File: src/rtl/comma_aligner.sv
// Receive word aligner: hunts for K28.5 in either disparity, sets the 10-bit
// symbol boundary with HUNT/VERIFY/LOCKED hysteresis and strobes out aligned symbols.
module comma_aligner #(
    parameter int LOCK_COUNT   = 3,
    parameter int UNLOCK_COUNT = 4
) (
    input  logic       BitCLK,
    input  logic       Reset,
    input  logic       Serial,
    output logic [9:0] RxParallel_10,
    output logic       symbol_valid,
    output logic       aligned,
    output logic       comma_detected,
    output logic       realigned
);

    typedef enum logic [1:0] {
        ST_HUNT   = 2'd0,
        ST_VERIFY = 2'd1,
        ST_LOCKED = 2'd2
    } state_t;

    localparam logic [9:0] K28P5_RDN = 10'b0011111010;
    localparam logic [9:0] K28P5_RDP = 10'b1100000101;
    localparam logic [3:0] LOCK_TH   = 4'(LOCK_COUNT);
    localparam logic [3:0] UNLOCK_TH = 4'(UNLOCK_COUNT);

    logic [9:0] window_q, window_d;
    logic [3:0] bit_cnt_q, bit_cnt_d;
    logic [3:0] good_cnt_q, good_cnt_d;
    logic [3:0] bad_cnt_q, bad_cnt_d;
    state_t     state_q, state_d;
    logic [9:0] rx_q, rx_d;
    logic       valid_q, valid_d;
    logic       aligned_q, aligned_d;
    logic       comma_q, comma_d;
    logic       realigned_q, realigned_d;

    logic       is_comma;
    logic       on_boundary;
    logic       establish;
    logic [3:0] good_inc;
    logic [3:0] bad_inc;

    function automatic logic [3:0] sat_inc(input logic [3:0] v);
        return (v == 4'd15) ? v : v + 4'd1;
    endfunction

    always_comb begin
        is_comma    = (window_q == K28P5_RDN) || (window_q == K28P5_RDP);
        on_boundary = (state_q != ST_HUNT) && (bit_cnt_q == 4'd9);
        good_inc    = sat_inc(good_cnt_q);
        bad_inc     = sat_inc(bad_cnt_q);

        window_d    = {window_q[8:0], Serial};
        bit_cnt_d   = (bit_cnt_q == 4'd9) ? 4'd0 : bit_cnt_q + 4'd1;
        good_cnt_d  = good_cnt_q;
        bad_cnt_d   = bad_cnt_q;
        state_d     = state_q;
        realigned_d = 1'b0;
        establish   = 1'b0;

        case (state_q)
            ST_HUNT: begin
                if (is_comma) begin
                    establish = 1'b1;
                end
            end
            ST_VERIFY: begin
                if (is_comma) begin
                    if (on_boundary) begin
                        good_cnt_d = good_inc;
                        if (good_inc >= LOCK_TH) begin
                            state_d   = ST_LOCKED;
                            bad_cnt_d = 4'd0;
                        end
                    end else begin
                        establish = 1'b1;
                    end
                end
            end
            ST_LOCKED: begin
                // Stray commas only move the boundary once enough arrive in a row
                if (is_comma) begin
                    if (on_boundary) begin
                        bad_cnt_d = 4'd0;
                    end else if (bad_inc >= UNLOCK_TH) begin
                        establish = 1'b1;
                        bad_cnt_d = 4'd0;
                    end else begin
                        bad_cnt_d = bad_inc;
                    end
                end
            end
            default: state_d = ST_HUNT;
        endcase

        if (establish) begin
            bit_cnt_d   = 4'd0;
            good_cnt_d  = 4'd1;
            realigned_d = 1'b1;
            if (state_q == ST_LOCKED) begin
                state_d = ST_VERIFY;
            end else if (LOCK_COUNT == 1) begin
                state_d = ST_LOCKED;
            end else begin
                state_d = ST_VERIFY;
            end
        end

        // The comma that (re)establishes the boundary is itself emitted as a symbol
        valid_d   = on_boundary || establish;
        rx_d      = valid_d ? window_q : rx_q;
        aligned_d = (state_d == ST_LOCKED);
        comma_d   = is_comma;
    end

    always_ff @(posedge BitCLK or posedge Reset) begin
        if (Reset) begin
            window_q    <= '0;
            bit_cnt_q   <= '0;
            good_cnt_q  <= '0;
            bad_cnt_q   <= '0;
            state_q     <= ST_HUNT;
            rx_q        <= '0;
            valid_q     <= 1'b0;
            aligned_q   <= 1'b0;
            comma_q     <= 1'b0;
            realigned_q <= 1'b0;
        end else begin
            window_q    <= window_d;
            bit_cnt_q   <= bit_cnt_d;
            good_cnt_q  <= good_cnt_d;
            bad_cnt_q   <= bad_cnt_d;
            state_q     <= state_d;
            rx_q        <= rx_d;
            valid_q     <= valid_d;
            aligned_q   <= aligned_d;
            comma_q     <= comma_d;
            realigned_q <= realigned_d;
        end
    end

    assign RxParallel_10  = rx_q;
    assign symbol_valid   = valid_q;
    assign aligned        = aligned_q;
    assign comma_detected = comma_q;
    assign realigned      = realigned_q;

endmodule

File: config.mk
export PLATFORM = sky130hd
export DESIGN_NAME = comma_aligner
export DESIGN_NICKNAME = d
export VERILOG_FILES = /design/src/rtl/comma_aligner.sv
export SDC_FILE = /design/constraint.sdc
export NUM_CORES = 1
export LEC_CHECK = 0
export ABC_AREA = 1
export CAP_MARGIN = 0
export CORE_MARGIN = 1
export CORE_UTILIZATION = 40
export CTS_CLUSTER_SIZE = 14
export DETAILED_ROUTE_END_ITERATION = 12
export DONT_BUFFER_PORTS = 1
export HOLD_SLACK_MARGIN = 0.03
export SLEW_MARGIN = 20
export SYNTH_ARGS = -nofsm -noshare
export SYNTH_HDL_FRONTEND = slang
export SYNTH_SLANG_ARGS = --single-unit
File: constraint.sdc
create_clock -name BitCLK -period 2 [get_ports BitCLK]
set_clock_uncertainty 0.2 [all_clocks]
set_input_delay 0.1 -clock BitCLK [delete_from_list [all_inputs] [get_ports BitCLK]]
set_output_delay 0.1 -clock BitCLK [all_outputs]
set_load 0.02 [all_outputs]
## Yosys cells after proc, flatten, opt, wreduce, memory -nomap -nowiden

Cells that the tools add are included.

- Register bits: 38
- Input bits: 3
- Output and inout port bits: 14
- Logic and storage cells: 67

- Add/sub/neg operators: 3
- $lt $le $gt $ge: 2
- Equal/unequal tests: 12
- Multiplexer cells: 28
- Reduce and logical (&&, ||, !) cells: 12

Operators with widths:

| operator | number |
|---|---|
| $mux 4 | 14 |
| $add 4x1->4 const B | 3 |
| $eq 4x4->1 const B | 3 |
| $eq 10x10->1 const B | 1 |
| $eq 10x8->1 const B | 1 |
| $reduce_bool 2->1 | 5 |
| $mux 2 | 4 |
| $ne 2x2->1 const B | 4 |
| $pmux 4 s2 | 1 |
| $mux 1 | 7 |
| $reduce_and 5->1 | 1 |
| $eq 2x2->1 const B | 2 |
| $ge 4x2->1 const B | 1 |
| $ge 4x3->1 const B | 1 |
| $pmux 2 s2 | 1 |
| $pmux 1 s3 | 1 |
| $reduce_and 3->1 | 1 |
| $eq 2x1->1 const B | 1 |
| $logic_not 2->1 | 1 |
| $logic_or 1x1->1 | 2 |
| $reduce_or 2->1 | 1 |
| $logic_and 1x1->1 | 1 |

## Depth between registers and ports, before layout

- Depth in word-level cells: 9
- Depth in mapped cells: 13
- Gate-level depth less buffers: 13

## Least setup slack after synthesis

OpenSTA, ideal clock, no wires.

- Kind: reg-to-reg
- Start point: register bad_cnt_q[0]
- End point: register rx_q[8], in the netlist RxParallel_10[8]
- Setup time: 0.117 ns
- Arrival time: 1.495 ns
- Data required time: 1.683 ns
- Setup slack: 0.188 ns
- Cell stages (with the launch flop): 12
- Clock period less this slack: 1.812 ns
- Cells stage by stage: dfrtp_1 > ha_1 > or2_1 > nand2_1 > nand2_2 > nand2_2 > nand2_2 > nand3_4 > nand2_8 > buf_12 > nand2_1 > nand2_1

- Cells in the longest elaborated chain, start to end: 8
- Elaborated cells between the ends (all ways): 9
- Those cells by class: 1 x add/sub; 1 x order compare; 1 x eq/ne; 5 x mux; 1 x reduce/logical

Ends and longest elaborated chain:

| element | RTL line | text |
|---|---|---|
| start: declaration | 31 | `logic [3:0] bad_cnt_q, bad_cnt_d;` |
| start signal: assignment | 134 | `bad_cnt_q <= bad_cnt_d;` |
| $add 4x1->4 / $eq 4x4->1 (equally long branches) | 46 | `return (v == 4'd15) ? v : v + 4'd1;` |
| $mux 4 (*) | 46 |  |
| $ge 4x3->1 (*) | 87 | `end else if (bad_inc >= UNLOCK_TH) begin` |
| $mux 1 (*) | 87 |  |
| $mux 1 (*) | 85 | `if (on_boundary) begin` |
| $mux 1 (*) | 84 | `if (is_comma) begin` |
| $pmux 1 s3 (*) | 63 | `case (state_q)` |
| $logic_or 1x1->1 (*) | 112 | `valid_d = on_boundary \|\| establish;` |
| via valid_d | 34 | `logic valid_q, valid_d;` |
| end signal: assignment | 136 | `rx_q <= rx_d;` |
| end: declaration | 33 | `logic [9:0] rx_q, rx_d;` |

The timed path passes the listed nets; every way through them passes the cells marked *.
A chain may end at the register's enable or synchronous reset.

## Worst setup path after layout

- Start point: register bad_cnt_q[0]
- End point: register good_cnt_q[0]

- Cells in the longest elaborated chain, start to end: 9
- Elaborated cells between the ends (all ways): 13
- Those cells by class: 1 x add/sub; 1 x order compare; 1 x eq/ne; 6 x mux; 4 x reduce/logical

Ends and longest elaborated chain:

| element | RTL line | text |
|---|---|---|
| $add 4x1->4 / $eq 4x4->1 (equally long branches) | 46 |  |
| $mux 4 (*) | 46 |  |
| $ge 4x3->1 (*) | 87 |  |
| $mux 1 (*) | 87 |  |
| $mux 1 (*) | 85 |  |
| $mux 1 (*) | 84 |  |
| $pmux 1 s3 (*) | 63 |  |
| $reduce_bool 2->1 (no source line) | -- |  |
| $reduce_and 3->1 (no source line) | -- |  |
| end signal: assignment | 133 | `good_cnt_q <= good_cnt_d;` |
| end: declaration | 30 | `logic [3:0] good_cnt_q, good_cnt_d;` |

Mark *: on every way between the ends. The rest lies on a longest branch, timed or not.

==> metrics.txt <==
outcome completed; first-pass GRT wire length 5810 µm; Fmax achieved 527 MHz; sw frac 0.286; critical path launch point type flip-flop; final setup fails 0; largest cells by area after synthesis dfrtp_1 51%, nand2_1 10%, ha_1 5.4%; Critical Path End Type flip-flop; fraction of the mapped netlist area in adder cells 0.0537; static leakage 1.06 nW; CP max stage delay 0.42 ns; DR WL/cell 12.2 µm; Clock transition at path regs 0.08 ns; share of cells above drive strength 1 0.236; # port buffers 0; critical path class reg2reg; R2R Path End good_cnt_q[0]; Final Hold Fails 0; Logic pwr share 0.155; Int Pwr 1.41 mW; placed cell area 1950 µm²; post-placement cell count 261; Hold Path Class in2async; post-synthesis mux area share 0; post-route cell area 2160 µm²; Cell Chain, Critical Path ha_2 > or2_1 > nand2_1 > nand2_2 > nand2_2 > nand2_2 > nand3_4 > nand2_8 > nand2_8 > nand2_1 > nand2_1 > inv_1; Die ar. 4940 µm²; pwr/cell area 915 nW/µm²; Synth warnings 0; CTS H-tree depth 2; top-area cell type share of the netlist area 0.510; Layout area overhead 15.8%; DR iter-0 viols 58; Final period util 0.949; Hold Slack 0.157 ns; Worst Max-Slew Pin Slew 0.468 ns; GRT Resource Usage Total 0.152; simple-gate portion of the synthesized area 0.293; Via density 4.81; clock tree sinks 38; GR Overflow Total 0; RePlAce Congestion 0.737; mean post-synth cell area 9.10 µm²; Detailed Routing Iterations Pass 1 4; vias in the first global route 1,254; Fill cells 416; critical path's slowest cell dfrtp_1; non-filler instance count after layout 277; launching point of the worst reg2reg path bad_cnt_q[0]; Die Width 70.3 µm; CP arrival 1.89 ns; NetSw 566 µW; largest family of logic cells by synthesized area simple AND/OR/NAND/NOR gates; starting density of the core 0.423; register area share after synthesis 0.510; Worst Reg2Reg Path Length in Cells 12; CORE AREA 4410 µm²; Detail Placement HPWL 2360 µm; max cap viols 0; CP required 1.99 ns; Std-Cell Rows 24; cell family with most CP delay simple AND/OR/NAND/NOR gates; fin nets 236; initial antenna violation count 0; synthesized instance count 205; antenna viol nets, final 0; Slew headroom 0.688; Flop pwr share 0.512; Residual DRC 0; syn nets 216; Min Clock Period, post-route 1.90 ns; Post-Route Setup TNS 0 ns; synth unique cells 27; largest net degree at the start of global routing 39; CTS buffer count 5; Total Wirelength 3390 µm; Max Transition Viols Final 0; WP buf/inv 1; clk buf depth 2; height of the die 70.3 µm; Final Core Density 0.490; I/O pin count 17; Skew-Pair Late Insertion Delay 0.29 ns; RSZ-0062 raised after global routing yes; worst-path fanout max 19; mapped cell area 1870 µm²; #FFs+latches synth 38; XOR/XNOR share of the synthesized area 0.00469; CTS tree done; Root Driver clkbuf_8; antenna diode count 0; Yosys top cell by area dfrtp_1; VDD IR max 503 µV; routed via count 1,333; Synth Area in Compound Gates 0.0738; R2R Setup Slk 0.10 ns; Clock power frac 0.333
==> synth_stat cells (all sizes together) <==
cell / instances
ha: 8
nor3: 3
or2: 2
a21boi: 1
a211oi: 3
nand2: 60
nand3: 18
nor2: 22
buf: 1
nand4: 2
o21ai: 4
inv: 27
xor2: 1
a21oi: 13
and2: 2
dfrtp: 38
==> per-stage QoR <==
step | setup slack [ns] | total power [mW]
final | 0.102 | 1.98
after global routing | -0.0382 | 2.09
after CTS | 0.0444 | 1.96
after detailed placement | 0.0454 | 1.30
after global placement | 0.0759 | 1.29
after floorplan | 0.188 | 1.24
==> power by group through the flow <==
stage / Sequential [mW] / Combinational (mW) / Clock (mW)
final: 1.01 / 0.306 / 0.657
after global routing: 1.03 / 0.355 / 0.712
after CTS: 1.02 / 0.268 / 0.675
after detailed placement: 1.03 / 0.264 / 0
after global placement: 1.03 / 0.259 / 0
after floorplan: 1.01 / 0.227 / 0
==> tightest hold or removal path, delay by kind of cell <==
family / cells / cell delay (ns)
buffers and inverters: 3 / 0.98
==> per-layer routing <==
layer / routed length (µm) / share of wire / vias to the layer above / GRT usage
met4: 61 / 0.018 / 0 / 0.0867
met1: 1710 / 0.50 / 624 / 0.204
met5: 0 / 0 / - / 0
met3: 97 / 0.029 / 6 / 0.0346
met2: 1520 / 0.45 / 16 / 0.224
li1: - / - / 687 / -
==> worst max path at each step <==
stage	from	endpoint	slack (ns)	depth (start not counted)
CTS	bad_cnt_q[0]	good_cnt_q[0]	0.04	12
floorplan	bad_cnt_q[0]	RxParallel_10[8]	0.19	11
global route	bit_cnt_q[1]	state_q[0]	-0.04	13
detailed placement	bad_cnt_q[0]	good_cnt_q[0]	0.05	12
finish	bad_cnt_q[0]	good_cnt_q[0]	0.10	12
global placement	bad_cnt_q[0]	good_cnt_q[0]	0.08	12
==> flip-flops by register name (all words and copies together), names as in the netlist, 2 cells and up <==
signal	count
bad_cnt_q	4
RxParallel_10	10
bit_cnt_q	4
window_q	10
good_cnt_q	4
state_q	2
==> kinds of logic (layout without fill, tap and decap cells) <==
group / Yosys count / count (layout)
compound gates: 21 / 21
xor+xnor: 1 / 1
fa+ha+maj: 8 / 8
buf+inv: 28 / 48
flops: 38 / 38
simple gates: 109 / 109
==> final cells by class <==
type / instances / area, µm² / area share
sequential: 38 / 952 / 0.441
multi-input combinational: 139 / 817 / 0.378
timing repair buffer: 14 / 110 / 0.0510
inverter: 27 / 104 / 0.0481
clock buffer: 6 / 82.6 / 0.0382
tap: 52 / 65.1 / 0.0301
clock inverter: 1 / 30.0 / 0.0139
==> repair_timing <==
item	CTS	global route
setup endpoints to repair	0	13
hold buffers	2	0
resized for setup	0	9
setup buffers	0	7
endpoints found under the hold margin	39	0
==> layout by cell type (no fill, tap or decap), types with 6 or more instances in the layout <==
cell	n
nor2_1	16
nand3_1	14
buf_4	12
nand2_1	50
clkbuf_8	6
a21oi_1	7
dfrtp_1	37
ha_1	7
inv_1	22
nand2_2	8
Power figures use the tool's default switching activity.
